--- src/rtl/menu_cursor_grid_pkg.sv ---
// Shared types and limits for the battle-menu cursor.
// Package menu_pkg: dir_t button decode, screen limits, index width helper.
package menu_pkg;

    typedef enum logic [2:0] {
        DIR_NONE,
        DIR_L,
        DIR_R,
        DIR_U,
        DIR_D,
        DIR_SEL
    } dir_t;

    localparam int H_RES = 640;
    localparam int V_RES = 480;

    function automatic int idx_w(input int n);
        return $clog2(n);
    endfunction

endpackage

--- src/rtl/menu_cursor_grid_if.sv ---
// Button/cursor bundle between the menu cursor and its surroundings.
// master: drives en/left/right/up/down/enter, reads sel/x/y/command.
// slave : the cursor grid, reads buttons, drives sel/x/y/command.
interface menu_cursor_grid_if #(
    parameter int ITEMS = 8,
    parameter int IW    = 3
);
    logic             en;
    logic             left;
    logic             right;
    logic             up;
    logic             down;
    logic             enter;
    logic [IW-1:0]    sel;
    logic [9:0]       x;
    logic [8:0]       y;
    logic [ITEMS-1:0] command;

    modport master (
        output en, left, right, up, down, enter,
        input  sel, x, y, command
    );

    modport slave (
        input  en, left, right, up, down, enter,
        output sel, x, y, command
    );
endinterface

--- src/rtl/menu_cursor_grid_btn_event.sv ---
// Button edge detector: turns single-button presses into dir_t events.
// Ports: clk, rst_n (sync, active-low), en, btn {enter,down,up,right,left},
// dir/valid (valid is a 1-cycle pulse). MENU_AUTOREPEAT_EN adds repeat.
module menu_btn_event
    import menu_pkg::*;
#(
    parameter int RPT_DLY  = 25000000,
    parameter int RPT_RATE = 10000000
) (
    input  logic       clk,
    input  logic       rst_n,
    input  logic       en,
    input  logic [4:0] btn,
    output dir_t       dir,
    output logic       valid
);
    logic [4:0] hist_q, hist_d;
    logic       onehot;
    logic       press;

    if (RPT_RATE < 1 || RPT_RATE > RPT_DLY) begin : g_rpt_err
        $error("menu_btn_event: need 1 <= RPT_RATE <= RPT_DLY");
    end

    always_comb begin
        hist_d = btn;
        onehot = (btn != 5'd0) && ((btn & (btn - 5'd1)) == 5'd0);
        // A press needs a new rising edge and no other button held.
        press  = en && onehot && ((btn & ~hist_q) != 5'd0);
        case (btn)
            5'b00001: dir = DIR_L;
            5'b00010: dir = DIR_R;
            5'b00100: dir = DIR_U;
            5'b01000: dir = DIR_D;
            5'b10000: dir = DIR_SEL;
            default:  dir = DIR_NONE;
        endcase
    end

    // History resets to all-ones so a button held through reset
    // must be released and pressed again before it acts.
    always_ff @(posedge clk) begin
        if (!rst_n) hist_q <= '1;
        else        hist_q <= hist_d;
    end

`ifdef MENU_AUTOREPEAT_EN
    localparam int CNTW = $clog2(RPT_DLY + 1);

    logic [CNTW-1:0] cnt_q, cnt_d;
    logic            held;
    logic            rpt;

    always_comb begin
        // cnt_q != 0 only after a genuine press of the held direction.
        held  = en && onehot && !btn[4] && (btn == hist_q)
                && (cnt_q != '0);
        rpt   = held && (cnt_q == CNTW'(RPT_DLY));
        cnt_d = '0;
        if (press && !btn[4])
            cnt_d = CNTW'(1);
        else if (rpt)
            cnt_d = CNTW'(RPT_DLY - RPT_RATE + 1);
        else if (held)
            cnt_d = cnt_q + CNTW'(1);
        valid = press || rpt;
    end

    always_ff @(posedge clk) begin
        if (!rst_n) cnt_q <= '0;
        else        cnt_q <= cnt_d;
    end
`else
    assign valid = press;
`endif

endmodule

--- src/rtl/menu_cursor_grid.sv ---
// COLS x ROWS menu cursor: wrap-around moves, pixel origin, command pulse.
// Ports: clk, rst_n (sync, active-low), bus (slave modport: buttons in,
// sel/x/y/command out). Optional MENU_AUTOREPEAT_EN enables held repeat.
module menu_cursor_grid
    import menu_pkg::*;
#(
    parameter int COLS     = 4,
    parameter int ROWS     = 2,
    parameter int X0       = 8,
    parameter int Y0       = 22,
    parameter int DX       = 40,
    parameter int DY       = 40,
    parameter int RPT_DLY  = 25000000,
    parameter int RPT_RATE = 10000000
) (
    input  logic              clk,
    input  logic              rst_n,
    menu_cursor_grid_if.slave bus
);
    localparam int ITEMS = COLS * ROWS;
    localparam int IW    = (ITEMS > 1) ? idx_w(ITEMS) : 1;
    localparam int CW    = (COLS > 1) ? idx_w(COLS) : 1;
    localparam int RW    = (ROWS > 1) ? idx_w(ROWS) : 1;

    if (X0 + (COLS - 1) * DX >= H_RES ||
        Y0 + (ROWS - 1) * DY >= V_RES) begin : g_range_err
        $error("menu_cursor_grid: cursor grid exceeds the screen");
    end

    dir_t             dir;
    logic             valid;
    logic [RW-1:0]    row_q, row_d;
    logic [CW-1:0]    col_q, col_d;
    logic [IW-1:0]    sel_q, sel_d;
    logic [9:0]       x_q, x_d;
    logic [8:0]       y_q, y_d;
    logic [ITEMS-1:0] cmd_q, cmd_d;

    menu_btn_event #(
        .RPT_DLY  (RPT_DLY),
        .RPT_RATE (RPT_RATE)
    ) u_btn (
        .clk   (clk),
        .rst_n (rst_n),
        .en    (bus.en),
        .btn   ({bus.enter, bus.down, bus.up, bus.right, bus.left}),
        .dir   (dir),
        .valid (valid)
    );

    always_comb begin
        row_d = row_q;
        col_d = col_q;
        cmd_d = '0;
        if (valid) begin
            unique case (dir)
                DIR_R: begin
                    // Linear step: leaving the last column wraps a row.
                    if (col_q == CW'(COLS - 1)) begin
                        col_d = '0;
                        row_d = (row_q == RW'(ROWS - 1)) ? '0
                                : row_q + RW'(1);
                    end else begin
                        col_d = col_q + CW'(1);
                    end
                end
                DIR_L: begin
                    if (col_q == '0) begin
                        col_d = CW'(COLS - 1);
                        row_d = (row_q == '0) ? RW'(ROWS - 1)
                                : row_q - RW'(1);
                    end else begin
                        col_d = col_q - CW'(1);
                    end
                end
                DIR_U: row_d = (row_q == '0) ? RW'(ROWS - 1)
                               : row_q - RW'(1);
                DIR_D: row_d = (row_q == RW'(ROWS - 1)) ? '0
                               : row_q + RW'(1);
                DIR_SEL: cmd_d[sel_q] = 1'b1;
                default: ;
            endcase
        end
        sel_d = IW'(int'(row_d) * COLS + int'(col_d));
        x_d   = 10'(X0 + int'(col_d) * DX);
        y_d   = 9'(Y0 + int'(row_d) * DY);
    end

    always_ff @(posedge clk) begin
        if (!rst_n) begin
            row_q <= '0;
            col_q <= '0;
            sel_q <= '0;
            x_q   <= 10'(X0);
            y_q   <= 9'(Y0);
            cmd_q <= '0;
        end else begin
            row_q <= row_d;
            col_q <= col_d;
            sel_q <= sel_d;
            x_q   <= x_d;
            y_q   <= y_d;
            cmd_q <= cmd_d;
        end
    end

    assign bus.sel     = sel_q;
    assign bus.x       = x_q;
    assign bus.y       = y_q;
    assign bus.command = cmd_q;

endmodule

--- src/flat_wrapper.sv ---
// flat-port wrapper written by rule: the top's interface ports become plain ports
module menu_cursor_grid_flat import menu_pkg::*;
#(
    parameter int COLS     = 4,
    parameter int ROWS     = 2,
    parameter int X0       = 8,
    parameter int Y0       = 22,
    parameter int DX       = 40,
    parameter int DY       = 40,
    parameter int RPT_DLY  = 25000000,
    parameter int RPT_RATE = 10000000
)
  (clk, rst_n, bus_en, bus_left, bus_right, bus_up, bus_down, bus_enter, bus_sel, bus_x, bus_y, bus_command);
  menu_cursor_grid_if #(.ITEMS((COLS * ROWS)), .IW(3)) bus_i ();
  input  logic clk;
  input  logic rst_n;
  input wire logic [$bits(bus_i.en)-1:0] bus_en;
  input wire logic [$bits(bus_i.left)-1:0] bus_left;
  input wire logic [$bits(bus_i.right)-1:0] bus_right;
  input wire logic [$bits(bus_i.up)-1:0] bus_up;
  input wire logic [$bits(bus_i.down)-1:0] bus_down;
  input wire logic [$bits(bus_i.enter)-1:0] bus_enter;
  output wire logic [$bits(bus_i.sel)-1:0] bus_sel;
  output wire logic [$bits(bus_i.x)-1:0] bus_x;
  output wire logic [$bits(bus_i.y)-1:0] bus_y;
  output wire logic [$bits(bus_i.command)-1:0] bus_command;
  assign bus_i.en = bus_en;
  assign bus_i.left = bus_left;
  assign bus_i.right = bus_right;
  assign bus_i.up = bus_up;
  assign bus_i.down = bus_down;
  assign bus_i.enter = bus_enter;
  assign bus_sel = bus_i.sel;
  assign bus_x = bus_i.x;
  assign bus_y = bus_i.y;
  assign bus_command = bus_i.command;
  menu_cursor_grid #(.COLS(COLS), .ROWS(ROWS), .X0(X0), .Y0(Y0), .DX(DX), .DY(DY), .RPT_DLY(RPT_DLY), .RPT_RATE(RPT_RATE)) u_core (.clk(clk), .rst_n(rst_n), .bus(bus_i));
endmodule
--- config.mk ---
export PLATFORM = sky130hd
export DESIGN_NAME = menu_cursor_grid_flat
export DESIGN_NICKNAME = d
export VERILOG_FILES = /design/src/rtl/menu_cursor_grid_pkg.sv /design/src/rtl/menu_cursor_grid_if.sv /design/src/rtl/menu_cursor_grid_btn_event.sv /design/src/rtl/menu_cursor_grid.sv /design/src/flat_wrapper.sv
export SDC_FILE = /design/constraint.sdc
export NUM_CORES = 1
export LEC_CHECK = 0
export CAP_MARGIN = 20
export CORE_ASPECT_RATIO = 1.25
export CORE_UTILIZATION = 38
export DETAILED_ROUTE_END_ITERATION = 12
export GPL_TIMING_DRIVEN = 0
export PLACE_DENSITY = 0.7
export SLEW_MARGIN = 40
export SYNTH_ARGS = -nofsm -noshare
export SYNTH_HDL_FRONTEND = slang
export SYNTH_SLANG_ARGS = --single-unit
--- constraint.sdc ---
create_clock -name clk -period 1.74 [get_ports clk]
set_input_delay 0.435 -clock clk [delete_from_list [all_inputs] [get_ports clk]]
set_output_delay 0.435 -clock clk [all_outputs]
set_load 0.03 [all_outputs]
==> summary.md <==
| Metric | Value |
|---|---|
| Outcome | `complete, but fails checks` |
| Failing checks | `setup timing` |
| Routability-driven placement congestion ratio | `0.801` |
| Row count | `20` |
| Hold Buf Count CTS | `0` |
| Pint | `637 uW` |
| Net Sw Frac | `28.0%` |
| Cells on worst reg2reg path | `7` |
| Final period utilization | `101%` |
| Clock buffer depth | `2` |
| Clk root buf | `clkbuf_4` |
| Synthesized area | `961 sq um` |
| Post-detail-place hpwl | `1430 um` |
| CP Data Arrival Time | `2.00 ns` |
| Crit Path Max Fanout | `4` |
| Clk network pwr share | `26.4%` |
| Required time of the critical path | `1.99 ns` |
| First-pass GRT wire length | `3020 um` |
| Number of synthesized flops with an enable pin | `0` |
| Cell Chain, Critical Path | `clkdlybuf4s15_2 > inv_2 > nor2_2 > o211ai_1 > o21a_1 > or2_4 > ha_1 > nor2b_1` |
| RSZ-0062 raised after global routing | `true` |
| DRT Wirelength | `1970 um` |
| Total global-route track usage | `15.7%` |
| Ratio of cells with drive above 1 in the final layout | `40.9%` |
| Setup crit start kind | `input port` |
| Starting Density | `40.0%` |
| Die width | `47.0 um` |
| Vias in the first global route | `735` |
| Clock Skew | `0.00418 ns` |
| Placeable Area | `2400 sq um` |
| Switching power | `248 uW` |
| CTS tree | `built` |
| Register area share after synthesis | `43.8%` |
| DR vias/cell | `4.43` |
| IO buf count | `25` |
| Wire length per cell | `10.5 um` |
| Setup ws final | `-0.00895 ns` |
| Comb pwr share | `18.3%` |
| Via count of the routed design | `829` |
| Worst skew pair latency | `0.30 ns` |
| Fraction of registers with async set/reset | `0%` |
| Post-layout minimum cycle time | `1.75 ns` |
| MaxCap Viol Count | `0` |
| Avg Cell Area, Syn | `9.15 sq um` |
| Setup crit end kind | `register` |
| Cells after synthesis | `105` |
| Reg2reg end | `u_core.bus.x[4]` |
| Drt initial violations | `8` |
| Power, Total | `886 uW` |
| Fmax | `0.572 GHz` |
| CP Launch Point | `bus_right` |
| Final antenna-violating net count | `0` |
| Max IR drop VDD | `0.369 mV` |
| Post-synth cell types | `32` |
| Remaining DRCs | `0` |
| Hold path startpoint | `bus_down` |
| Number of max-slew violations in the final report | `0` |
| Hold Vio Cnt, Final | `0` |
| Hold Path Sink | `u_core.u_btn.hist_q[3]` |
| Area growth from synthesis to layout | `53.9%` |
| GR Overflow Total | `0` |
| Router iterations before antenna repair | `4` |
| Sequential share of power | `55.4%` |
| Pin count of the biggest net entering global routing | `13` |
| Cell Pwr Density | `599 nW/um^2` |
| Final hold slack | `0.398 ns` |
| Top_reg_cell synth | `dfxtp_1` |
| Slowest cell delay on critical path | `0.28 ns` |
| Final setup viols | `1` |
| ANT cells | `0` |
| Worst setup path class | `input port to register` |
| Worst reg-to-reg setup slack | `0.05 ns` |
| Hold path depth | `3` |
| TNS Setup | `-0.00895 ns` |
| Slowest cell on crit path | `ha_1` |
| Hold Path Class | `input port to register` |
| Initial antenna violation count | `0` |
| Critical R2R Launch | `u_core.bus.sel[0]` |
| Die footprint | `2730 sq um` |
| Clock sinks | `21` |
| Clock-pin slew on the worst setup and hold paths | `0.12 ns` |
| Nets | `167` |
| TritonCTS buffer count | `3` |
| DIE HEIGHT | `58.2 um` |
| Seq cells post-synth | `21` |
| I/O Pins | `38` |
| Largest delay share family, worst path | `simple AND/OR/NAND/NOR gates` |
| Synth warnings | `0` |
| H-tree depth | `1` |
| CP Buf/Inv Count | `2` |
| Static Leak | `0.791 nW` |
## worst max-delay path by stage
| stage | to | slack [ns] | depth (start not counted) |
|---|---|---|---|
| global placement | u_core.bus.x[4] | -0.71 | 8 |
| finish | u_core.bus.x[4] | -0.009 | 8 |
| global route | u_core.bus.x[4] | -0.04 | 8 |
| detailed placement | u_core.bus.x[4] | -0.74 | 8 |
| CTS | u_core.bus.x[4] | -0.03 | 7 |
| floorplan | u_core.bus.x[6] | 0.0004 | 7 |
## routing by layer
layer,wire [um],up-vias,GRT usage (%)
met5,0,-,0
met4,44,0,9.80
met3,61,4,1.87
met2,1130,22,30.4
met1,737,375,14.2
li1,-,428,-
## placed cells by master (no fill, tap or decap), types with 3 or more instances in the layout
master / n
dfxtp_1: 18
clkbuf_4: 3
dlymetal6s2s_1: 8
nand2_1: 9
nor2_1: 8
conb_1: 12
inv_2: 6
o21a_1: 4
buf_4: 25
clkbuf_2: 4
dlygate4sd2_1: 7
## per-stage QoR
| step | util [%] | instances | cell area [sq um] | setup WS, ns |
|---|---|---|---|---|
| final | 61.6 | 187 | 1480 | -0.00895 |
| after global routing | 61.6 | 187 | 1480 | -0.0374 |
| after CTS | 58.5 | 185 | 1410 | -0.0251 |
| after detailed placement | 54.4 | 173 | 1310 | -0.741 |
| after global placement | 54.4 | 173 | 1310 | -0.707 |
| after floorplan | - | 115 | 1010 | 0.000388 |
## synthesized netlist by cell type, types with 2 or more instances
cell | number | area [sq um]
and2_1 | 2 | 12.5
or4_4 | 2 | 22.5
ha_1 | 4 | 50.1
conb_1 | 2 | 7.51
o21a_1 | 4 | 30.0
or2_2 | 3 | 18.8
nor2_1 | 11 | 41.3
nand2_1 | 9 | 33.8
dfxtp_1 | 21 | 420
inv_1 | 6 | 22.5
buf_4 | 15 | 113
nor3_1 | 3 | 15.0
nand2b_1 | 2 | 12.5
o21ai_0 | 2 | 10.0
o22ai_1 | 2 | 12.5
## power by group through the flow
stage | registers, mW | clock network (mW) | logic, mW
3_5_place_dp | 0.501 | 0 | 0.139
5_1_grt | 0.492 | 0.267 | 0.173
3_3_place_gp | 0.501 | 0 | 0.138
2_1_floorplan | 0.503 | 0 | 0.100
6_report | 0.490 | 0.234 | 0.162
4_1_cts | 0.490 | 0.239 | 0.151
## cells by family (layout without fill, tap and decap cells)
logic type / after synthesis / after routing / synth area share (%)
mux: 1 / 1 / 1.04
other cells: 2 / 12 / 0.782
simple gates: 36 / 36 / 18.9
buf+inv: 23 / 62 / 14.8
flops: 21 / 21 / 43.7
fa+ha+maj: 4 / 4 / 5.21
compound gates: 17 / 17 / 14.6
xor+xnor: 1 / 1 / 0.912
## area by class of cell
type / instances / area [sq um]
clock inverters: 1 / 5.00
inverters: 7 / 26.3
fillers: 223 / 923
clock buffers: 3 / 22.5
flip-flops and latches: 21 / 429
plain buffers: 16 / 116
well taps: 33 / 41.3
multi-input cells: 71 / 519
repair buffers: 35 / 319
## worst reg2reg max path: stages, from the launching register on
cell and delay [ns]:
dfxtp_4 0.38, ha_1 0.23, nor3_2 0.10, o21ai_1 0.08, a211oi_2 0.33, or2_4 0.18, ha_1 0.22, nor2b_1 0.11
## timing repair
item,4_1_cts,5_1_grt
setup endpoints to repair,26,17
buffers inserted,8,2
pin swaps,4,4
resized for setup,28,30
## flip-flops by register name, indices dropped and copies added (netlist names), named ones only
name	cells
u_core.bus.sel	1
u_core.u_btn.hist_q	5
u_core.bus.y	1
u_core.bus.x	5
u_core.bus.command	8
Power figures use the tool's default switching activity.
==> variant, RTL diff (same settings) <==
`DX` is set to 40 in 2 places; all go to 32.
--- a/src/rtl/menu_cursor_grid.sv
+++ b/src/rtl/menu_cursor_grid.sv
@@ -8,7 +8,7 @@
     parameter int ROWS     = 2,
     parameter int X0       = 8,
     parameter int Y0       = 22,
-    parameter int DX       = 40,
+    parameter int DX       = 32,
     parameter int DY       = 40,
     parameter int RPT_DLY  = 25000000,
     parameter int RPT_RATE = 10000000
--- a/src/flat_wrapper.sv
+++ b/src/flat_wrapper.sv
@@ -5,7 +5,7 @@
     parameter int ROWS     = 2,
     parameter int X0       = 8,
     parameter int Y0       = 22,
-    parameter int DX       = 40,
+    parameter int DX       = 32,
     parameter int DY       = 40,
     parameter int RPT_DLY  = 25000000,
     parameter int RPT_RATE = 10000000
Check against the original RTL: not equivalent (a bounded check fails within 4 cycles, from zero or initial values and one cycle with rst_n low).
==> variant against the original RTL <==
  * Critical path depth decreased by 7
  * Synthesized area decreased by 2.5%
  * Count of clock-buffer cells in the layout increased by 1
  * Total power decreased by 14%
  * Worst hold slack got worse by 0.019 ns
  * Wire length decreased by 11%
  * Cell area decreased by 15%
  * Sequential cell count decreased by 5
  * Register-to-register slack improved by 0.18 ns
  * Highest routed layer unchanged
  * Setup slack improved by 0.059 ns
  * Cell count decreased by 4.3%
==> variant: results (changes against the original RTL) <==
metric,value,unit,change
# resized after CTS,13,,-54%
cell at the slowest stage of the critical path,sky130_fd_sc_hd__clkdlybuf4s50_1,,
"Net count, final",159,,-4.8%
compound-gate portion of the synthesized area,0.159,,+0.0130
fraction of the yosys area taken by sequential cells,0.342,,-0.0957
worst hold slack,0.378,ns,-0.0191 ns
overall routed net length,1.75,mm,-11%
combined global-route utilization of all metal layers,0.139,,-0.0186
data arrival time at the worst-slack endpoint,1.26,ns,-0.74 ns
maximum single-stage delay on the critical path,0.66,ns,+0.38 ns
Hold EP,u_core.u_btn.hist_q[0]$_SDFF_PN1_,,
fraction of final layout cells with drive strength greater than 1,0.250,,-0.159
outcome,completed,,
crit path max fanout,1,,-3
worst min-delay path category,in -> reg,,
dominant delay contributor by cell family on the critical path,buffers and inverters,,
insertion delay of the later-clocked pin in the worst-skew pair,0.28,ns,-0.02 ns
main flop type after synthesis,sky130_fd_sc_hd__dfxtp_1,,
vias after detailed routing,785,,-5.3%
fraction of power spent switching nets,0.269,,-0.0116
worst-case clock skew,0.00316,ns,-0.00103 ns
startpoint of the worst register-to-register path,u_core.bus.sel[0]$_SDFFE_PN0P_,,
XOR/XNOR Fraction of Synth Area,0.0187,,+0.00958
clock slew at reported path FFs,0.09,ns,-0.03 ns
DRT iter0 DRCs,22,,+14
commonest cells in the netlist,"sky130_fd_sc_hd__buf_4 (20), sky130_fd_sc_hd__dfxtp_1 (16), sky130_fd_sc_hd__nand2_1 (7), sky130_fd_sc_hd__nand2b_1 (7), sky130_fd_sc_hd__nor3_1 (7)",,
count of warnings emitted by yosys,0,,unchanged
antenna diode count,0,,unchanged
reg-to-reg setup timing slack,0.23,ns,+0.18 ns
post-placement worst setup slack,-0.486,ns,+0.255 ns
number of buffers inserted by port buffering,17,,-32%
filler instances,203,,-9.0%
post-synthesis average cell area,8.29,um2,-9.4%
final cell count without fillers,179,,-4.3%
global-route wire length before repair,2.71,mm,-10%
fraction of the mapped netlist area in adder cells,0.0267,,-0.0254
routability congestion estimate from global placement,0.847,,+5.8%
ratio of final minimum period to clock period,0.971,,-0.0338
static leakage power,0.680,nW,-14%
Crit Reg-Reg Endpoint,u_core.bus.sel[1]$_SDFFE_PN0P_,,
number of cells traversed by the worst register-to-register path,5,,-2
pin count of the biggest net entering global routing,11,,-2
vias in the first global route,658,,-10%
IR Drop Worst-Case VDD,0.353,mV,-4.4%
Syn-to-layout area delta,33.8,%,
post-place instance area,1190,um2,-8.5%
proportion of synthesized area in mux cells,0.0107,,+0.000264
cell types occupying the most area after synthesis,"sky130_fd_sc_hd__dfxtp_1 (34%), sky130_fd_sc_hd__buf_4 (16%), sky130_fd_sc_hd__nand2b_1 (4.7%), sky130_fd_sc_hd__nor3_1 (3.7%), sky130_fd_sc_hd__nand2_1 (2.8%)",,
Hold Startpoint,bus_left,,
"Setup Fix Bufs, Post-CTS",1,,-7
placed wire-length estimate,1.35,mm,-5.5%
variant: changes by cell type after synthesis, sizes merged, moves of 3 or more:
cell / before / now
o21a: 4 / 0
nand2b: 2 / 7
a31oi: 0 / 3
or2: 3 / 0
dfxtp: 21 / 16
or4: 3 / 0
buf: 15 / 24
nor3: 3 / 8
nor2: 11 / 4
variant: layout make-up:
cell class | instances | area share
multi-input combinational | 77 | 0.363
sequential | 16 | 0.258
buffer | 26 | 0.155
timing repair buffer | 18 | 0.143
tap | 31 | 0.0309
clock buffer | 4 | 0.0289
inverter | 7 | 0.0210
variant: worst max path at each step:
stage,depth (start not counted),from,to
after floorplan,5,u_core.bus.sel[0]$_SDFFE_PN0P_,u_core.bus.sel[1]$_SDFFE_PN0P_
after global placement,7,bus_right,u_core.bus.sel[1]$_SDFFE_PN0P_
after detailed placement,6,bus_right,u_core.bus.command[1]$_SDFF_PN0_
after CTS,2,u_core.bus.y[5]$_SDFFE_PN0P_,bus_sel[2]
after global routing,1,u_core.bus.command[3]$_SDFF_PN0_,bus_command[3]
final,1,u_core.bus.command[3]$_SDFF_PN0_,bus_command[3]
variant: power by group through the flow:
stage | clock (W) | sequential (W) | combinational (W)
floorplan | 0 | 0.000383 | 0.000128
global placement | 0 | 0.000383 | 0.000144
detailed placement | 0 | 0.000383 | 0.000146
CTS | 0.000240 | 0.000375 | 0.000149
global route | 0.000265 | 0.000376 | 0.000163
finish | 0.000238 | 0.000375 | 0.000150
variant: metal layers:
metal	track usage	vias up	wire (um)
met5	0	-	0
met4	0.0840	0	42
met3	0.0316	6	102
met2	0.222	29	885
met1	0.160	332	720
li1	-	418	-
